[src/rtl/dll_lock_supervisor_pkg.sv]
// Shared types for the DLL lock supervisor: per-channel FSM state encoding
// and the retry counter width.
package dll_lock_supervisor_pkg;

    localparam int RETRY_W = 4;

    typedef enum logic [2:0] {
        ST_RESET     = 3'd0,
        ST_WAIT_LOCK = 3'd1,
        ST_STABLE    = 3'd2,
        ST_LOCKED    = 3'd3,
        ST_FAULT     = 3'd4
    } dll_state_t;

    function automatic logic drives_dll_rst(input dll_state_t st);
        return (st == ST_RESET) || (st == ST_FAULT);
    endfunction

endpackage

[src/rtl/dll_lock_supervisor_chan.sv]
// One supervised DLL channel: LOCKED synchronizer, reset/lock sequencing FSM,
// in-state cycle counter, retry counter and registered board-facing outputs.
//
// state        | meaning
// ST_RESET     | dll_rst held high for RST_PULSE cycles (or indefinitely while disabled)
// ST_WAIT_LOCK | dll_rst released, waiting up to LOCK_TIMEOUT cycles for lock_s
// ST_STABLE    | lock_s seen, must stay high for STABLE_CYCLES cycles
// ST_LOCKED    | qualified lock, locked_n driven low
// ST_FAULT     | MAX_RETRY attempts failed, DLL held in reset until clear_fault
module dll_lock_supervisor_chan
    import dll_lock_supervisor_pkg::*;
#(
    parameter int CNT_W         = 16,
    parameter int RST_PULSE     = 4,
    parameter int LOCK_TIMEOUT  = 4096,
    parameter int STABLE_CYCLES = 64,
    parameter int MAX_RETRY     = 3
) (
    input  logic clk,
    input  logic rst,
    input  logic chan_en,
    input  logic clear_fault,
    input  logic dll_locked,
    output logic dll_rst,
    output logic locked_n,
    output logic fault,
    output logic lost_lock
);

    localparam logic [CNT_W-1:0]   RST_LAST     = CNT_W'(RST_PULSE - 1);
    localparam logic [CNT_W-1:0]   TIMEOUT_LAST = CNT_W'(LOCK_TIMEOUT - 1);
    localparam logic [CNT_W-1:0]   STABLE_LAST  = CNT_W'(STABLE_CYCLES - 1);
    localparam logic [RETRY_W-1:0] RETRY_LIMIT  = RETRY_W'(MAX_RETRY);

    logic [1:0]         sync_q;
    logic               lock_s;
    dll_state_t         state_q, state_d;
    logic [CNT_W-1:0]   cnt_q, cnt_d;
    logic [RETRY_W-1:0] retry_q, retry_d, retry_inc;
    logic               lost_d;

    assign lock_s    = sync_q[1];
    assign retry_inc = retry_q + 1'b1;

    always_comb begin
        state_d = state_q;
        cnt_d   = cnt_q + 1'b1;
        retry_d = retry_q;
        lost_d  = lost_lock;

        if (!chan_en) begin
            // Disable wins over everything; retry history survives the disable.
            state_d = ST_RESET;
            cnt_d   = '0;
        end else begin
            unique case (state_q)
                ST_RESET: begin
                    if (cnt_q == RST_LAST) begin
                        state_d = ST_WAIT_LOCK;
                        cnt_d   = '0;
                    end
                end
                ST_WAIT_LOCK: begin
                    if (lock_s) begin
                        state_d = ST_STABLE;
                        cnt_d   = '0;
                    end else if (cnt_q == TIMEOUT_LAST) begin
                        retry_d = retry_inc;
                        state_d = (retry_inc == RETRY_LIMIT) ? ST_FAULT : ST_RESET;
                        cnt_d   = '0;
                    end
                end
                ST_STABLE: begin
                    if (!lock_s) begin
                        state_d = ST_WAIT_LOCK;
                        cnt_d   = '0;
                    end else if (cnt_q == STABLE_LAST) begin
                        state_d = ST_LOCKED;
                        cnt_d   = '0;
                        retry_d = '0;
                    end
                end
                ST_LOCKED: begin
                    cnt_d = '0;
                    if (!lock_s) begin
                        state_d = ST_RESET;
                        lost_d  = 1'b1;
                    end
                end
                ST_FAULT: begin
                    cnt_d = '0;
                    if (clear_fault) begin
                        state_d = ST_RESET;
                        retry_d = '0;
                        lost_d  = 1'b0;
                    end
                end
                default: begin
                    state_d = ST_RESET;
                    cnt_d   = '0;
                end
            endcase
        end
    end

    // Outputs are registered from the next state so they line up with state_q.
    always_ff @(posedge clk or posedge rst) begin
        if (rst) begin
            sync_q    <= '0;
            state_q   <= ST_RESET;
            cnt_q     <= '0;
            retry_q   <= '0;
            dll_rst   <= 1'b1;
            locked_n  <= 1'b1;
            fault     <= 1'b0;
            lost_lock <= 1'b0;
        end else begin
            sync_q    <= {sync_q[0], dll_locked};
            state_q   <= state_d;
            cnt_q     <= cnt_d;
            retry_q   <= retry_d;
            dll_rst   <= drives_dll_rst(state_d);
            locked_n  <= (state_d != ST_LOCKED);
            fault     <= (state_d == ST_FAULT);
            lost_lock <= lost_d;
        end
    end

endmodule

[src/rtl/dll_lock_supervisor.sv]
// NUM_DLL-channel DLL reset/lock supervisor: one sequencer per DLL plus a
// registered aggregate lock indication over the enabled channels.
module dll_lock_supervisor
    import dll_lock_supervisor_pkg::*;
#(
    parameter int NUM_DLL       = 2,
    parameter int CNT_W         = 16,
    parameter int RST_PULSE     = 4,
    parameter int LOCK_TIMEOUT  = 4096,
    parameter int STABLE_CYCLES = 64,
    parameter int MAX_RETRY     = 3
) (
    input  logic               clk,
    input  logic               rst,
    input  logic [NUM_DLL-1:0] chan_en,
    input  logic [NUM_DLL-1:0] clear_fault,
    input  logic [NUM_DLL-1:0] dll_locked,
    output logic [NUM_DLL-1:0] dll_rst,
    output logic [NUM_DLL-1:0] locked_n,
    output logic [NUM_DLL-1:0] fault,
    output logic [NUM_DLL-1:0] lost_lock,
    output logic               all_locked
);

    for (genvar i = 0; i < NUM_DLL; i++) begin : g_chan
        dll_lock_supervisor_chan #(
            .CNT_W         (CNT_W),
            .RST_PULSE     (RST_PULSE),
            .LOCK_TIMEOUT  (LOCK_TIMEOUT),
            .STABLE_CYCLES (STABLE_CYCLES),
            .MAX_RETRY     (MAX_RETRY)
        ) u_chan (
            .clk         (clk),
            .rst         (rst),
            .chan_en     (chan_en[i]),
            .clear_fault (clear_fault[i]),
            .dll_locked  (dll_locked[i]),
            .dll_rst     (dll_rst[i]),
            .locked_n    (locked_n[i]),
            .fault       (fault[i]),
            .lost_lock   (lost_lock[i])
        );
    end

    // Disabled channels are don't-care, but at least one must be enabled.
    always_ff @(posedge clk or posedge rst) begin
        if (rst) begin
            all_locked <= 1'b0;
        end else begin
            all_locked <= (&(~chan_en | ~locked_n)) & (|chan_en);
        end
    end

endmodule
[config.mk]
export PLATFORM = sky130hd
export DESIGN_NAME = dll_lock_supervisor
export DESIGN_NICKNAME = d
export VERILOG_FILES = /design/src/rtl/dll_lock_supervisor_pkg.sv /design/src/rtl/dll_lock_supervisor_chan.sv /design/src/rtl/dll_lock_supervisor.sv
export SDC_FILE = /design/constraint.sdc
export NUM_CORES = 1
export LEC_CHECK = 0
export ABC_AREA = 1
export BUFFER_PORTS_ARGS = -buffer_cell sky130_fd_sc_hd__buf_2
export CAP_MARGIN = 20
export CORE_MARGIN = 1.5
export CORE_UTILIZATION = 60
export DETAILED_ROUTE_END_ITERATION = 12
export PLACE_DENSITY = 0.78
export SYNTH_ARGS = -nofsm -noshare
export SYNTH_HDL_FRONTEND = slang
export SYNTH_SLANG_ARGS = --single-unit
[constraint.sdc]
create_clock -name clk -period 2.7 [get_ports clk]
set_clock_uncertainty 0.1 [all_clocks]
set_input_delay 0.27 -clock clk [delete_from_list [all_inputs] [get_ports clk]]
set_output_delay 0.27 -clock clk [all_outputs]
set_load 0.1 [all_outputs]
==> qor.txt <==
CTS clk-pin slew, worst paths - 60 ps
Initial Util - 63.7%
initial antenna violation count - 0
HP Class - in -> async
setup TNS - 0 ps
DRC - 0
synth top area cells - dfrtp_1 (41%), nand2_1 (8.9%), nor2_1 (7.4%)
chip width - 77.4 um
Clock Latency Late Sink - 330 ps
die area - 0.00598 mm^2
area occupied by multi-input gates - 0.00153 mm^2
vias in the first global route - 2360
GRT Overall Usage - 21.5%
power per cell area - 570 mW/mm^2
Hold WS - 42.8 ps
Layout fillers - 409
portion of netlist area occupied by mux cells - 0%
synthesized area - 0.00332 mm^2
Slew headroom - 52.8%
remaining antenna violation count - 0
proportion of layout cells with a drive suffix above 1 - 13.1%
Mapped Nets - 427
Setup Crit Path Kind - reg -> reg
wire length per cell - 11.2 um
Avg Inst Size Synth - 8.03 um^2
TritonCTS Buffers - 9
register area - 0.00148 mm^2
share of the yosys chip area belonging to registers - 44.7%
post-synthesis adder-cell area fraction - 2.26%
fin crit period - 1840 ps
H-tree levels - 3
worst vdd ir - 0.350 mV
DP HPWL - 4.06 mm
drt total wl - 5.64 mm
Post-Synth XOR/XNOR Area - 6.87%
I/O pin count - 17
Root Buffer - clkbuf_8
CTS Buffer Depth - 2
slew of the pin with the lowest slew margin - 708 ps
utilization after layout - 69.0%
total of max-cap violations - 0
status - completed
commonest non-fill, non-tap cell in the layout - nand2_1
synth warn - 0
crit share post-route - 68.0%
final setup vio count - 0
Worst Path Arrival - 1940 ps
largest net degree at the start of global routing - 60
Cell variety after synth - 36
1st-pass router iterations - 4
Critical Path RT - 2810 ps
worst-path maximum fanout - 10
Synth top area share - 41.5%
number of synthesized register bits - 59
most frequent cells in the layout - nand2_1 (79), nor2_1 (65), inv_1 (55), dfrtp_1 (55), nand3_1 (37)
NumNets Final - 445
Starting DRT DRC Count - 139
Compound-Gate Fraction of Synth Area - 5.09%
Syn Inst Count - 413
n_diodes - 0
first-pass GRT wire length - 10.2 mm
RSZ-0062 raised after global routing - no
P_leak - 1.84 nW
area growth from synthesis to layout - 8.34%
Rows - 26
via count - 2568
IO buf count - 16
Post-CTS Setup Repair Bufs - 0
grt ovf - 0
chip height - 77.4 um
Synth Area in Simple Gates - 32.0%
Setup crit start kind - flop
Worst setup EP type - flop
Placer Congestion - 0.872
core area - 0.00520 mm^2
fmax - 545 MHz
vias per std cell - 5.08
CTS tree - yes
Final Hold Fails - 0
max-slew violations - 0
CTS Sinks - 59
cts repair resizes - 0
largest family of logic cells by synthesized area - simple AND/OR/NAND/NOR gates
post-synth top area cell - dfrtp_1
[critical path: stages, from the launching register on]
cell	delay [ps]
dfrtp_1	360
ha_1	240
nand2_2	110
nor3_4	270
nand3_2	130
nand2_1	150
nand3_4	140
nand2_4	150
nor2_1	60
[timing repair]
action / 4_1_cts / 5_1_grt
hold buffers: 2 / 0
endpoints found under the hold margin: 2 / 0
endpoints found under the setup margin: 0 / 0
[layer usage]
metal	wire length, um	global-route usage [%]	part of all wire, %	vias up
met5	0	0	0	-
met3	189	3.88	3.3	10
met1	2920	30.8	52	1161
met4	72	9.27	1.3	0
met2	2460	32.1	44	45
li1	-	-	-	1352
[cell families after synthesis]
kind of cell,after synthesis
simple gates,226
buf+inv,68
flops,59
compound gates,28
xor+xnor,26
fa+ha+maj,6
[Yosys cell counts]
cell and instances:
or2_2 2, or2_1 1, inv_1 56, nor4_1 1, nand3_1 37, nor2_2 6, o21ai_2 1, nor3_4 2
a21o_1 1, o21ai_1 2, a22o_1 1, xor2_1 19, nand3_2 4, a21oi_1 6, o21ai_0 8, a211oi_1 2
nand2_1 79, nor3_1 9, o21bai_1 2, buf_6 1, xnor2_1 7, nand3b_1 8, nand2_4 1, a31oi_1 1
buf_2 1, o211ai_1 2, nand2_2 4, nor2_1 65, o22ai_1 2, nor2_4 1, nand3_4 1, nand4_1 5
ha_1 6, dfrtp_1 55, buf_4 10, dfstp_2 4
[state kept, by name, indices dropped and copies added (netlist names)]
register	count
g_chan.u_chan.locked_n	2
g_chan.u_chan.fault	2
g_chan.u_chan.sync_q	4
g_chan.u_chan.state_q	6
g_chan.u_chan.lost_lock	2
all_locked	1
g_chan.u_chan.cnt_q	32
g_chan.u_chan.dll_rst	2
g_chan.u_chan.retry_q	8
[report_power, final]
group / switching, mW / internal (mW) / leakage [nW]
clock network: 0.316 / 0.381 / 0.0905
registers: 0.0599 / 0.950 / 0.787
logic: 0.228 / 0.112 / 0.960
total: 0.604 / 1.44 / 1.84
[path summary, 6_finish.rpt]
kind	startpoint	slack [ps]	end	depth (start not counted)
min in group clk	chan_en[1]	70	g_chan[1].u_chan.dll_rst$_DFF_PP1_	2
worst min register to register	g_chan[1].u_chan.sync_q[0]$_DFF_PP0_	250	g_chan[1].u_chan.sync_q[1]$_DFF_PP0_	0
worst max register to register	g_chan[1].u_chan.cnt_q[0]$_DFF_PP0_	860	g_chan[1].u_chan.cnt_q[5]$_DFF_PP0_	8
max in group asynchronous	rst	1990	g_chan[1].u_chan.lost_lock$_DFFE_PP0P_	3
worst min-delay path	rst	40	g_chan[0].u_chan.cnt_q[11]$_DFF_PP0_	3
worst max-delay path	g_chan[1].u_chan.cnt_q[0]$_DFF_PP0_	860	g_chan[1].u_chan.cnt_q[5]$_DFF_PP0_	8
[stage by stage]
step	area, um^2	power, mW	std cells	setup WS (ps)
after floorplan	3320	1.31	413	880
after global placement	3400	1.36	488	882
after detailed placement	3400	1.37	488	852
after CTS	3590	2.07	506	843
after global routing	3590	2.17	506	667
final	3590	2.05	506	865
[final cells by class]
type | instances | area share (%)
multi-input combinational | 286 | 42.7
sequential | 59 | 41.2
inverter | 56 | 5.85
clock buffer | 14 | 4.53
timing repair buffer | 19 | 2.99
tap | 70 | 2.44
clock inverter | 2 | 0.279
(Power assumes the default switching activity.)
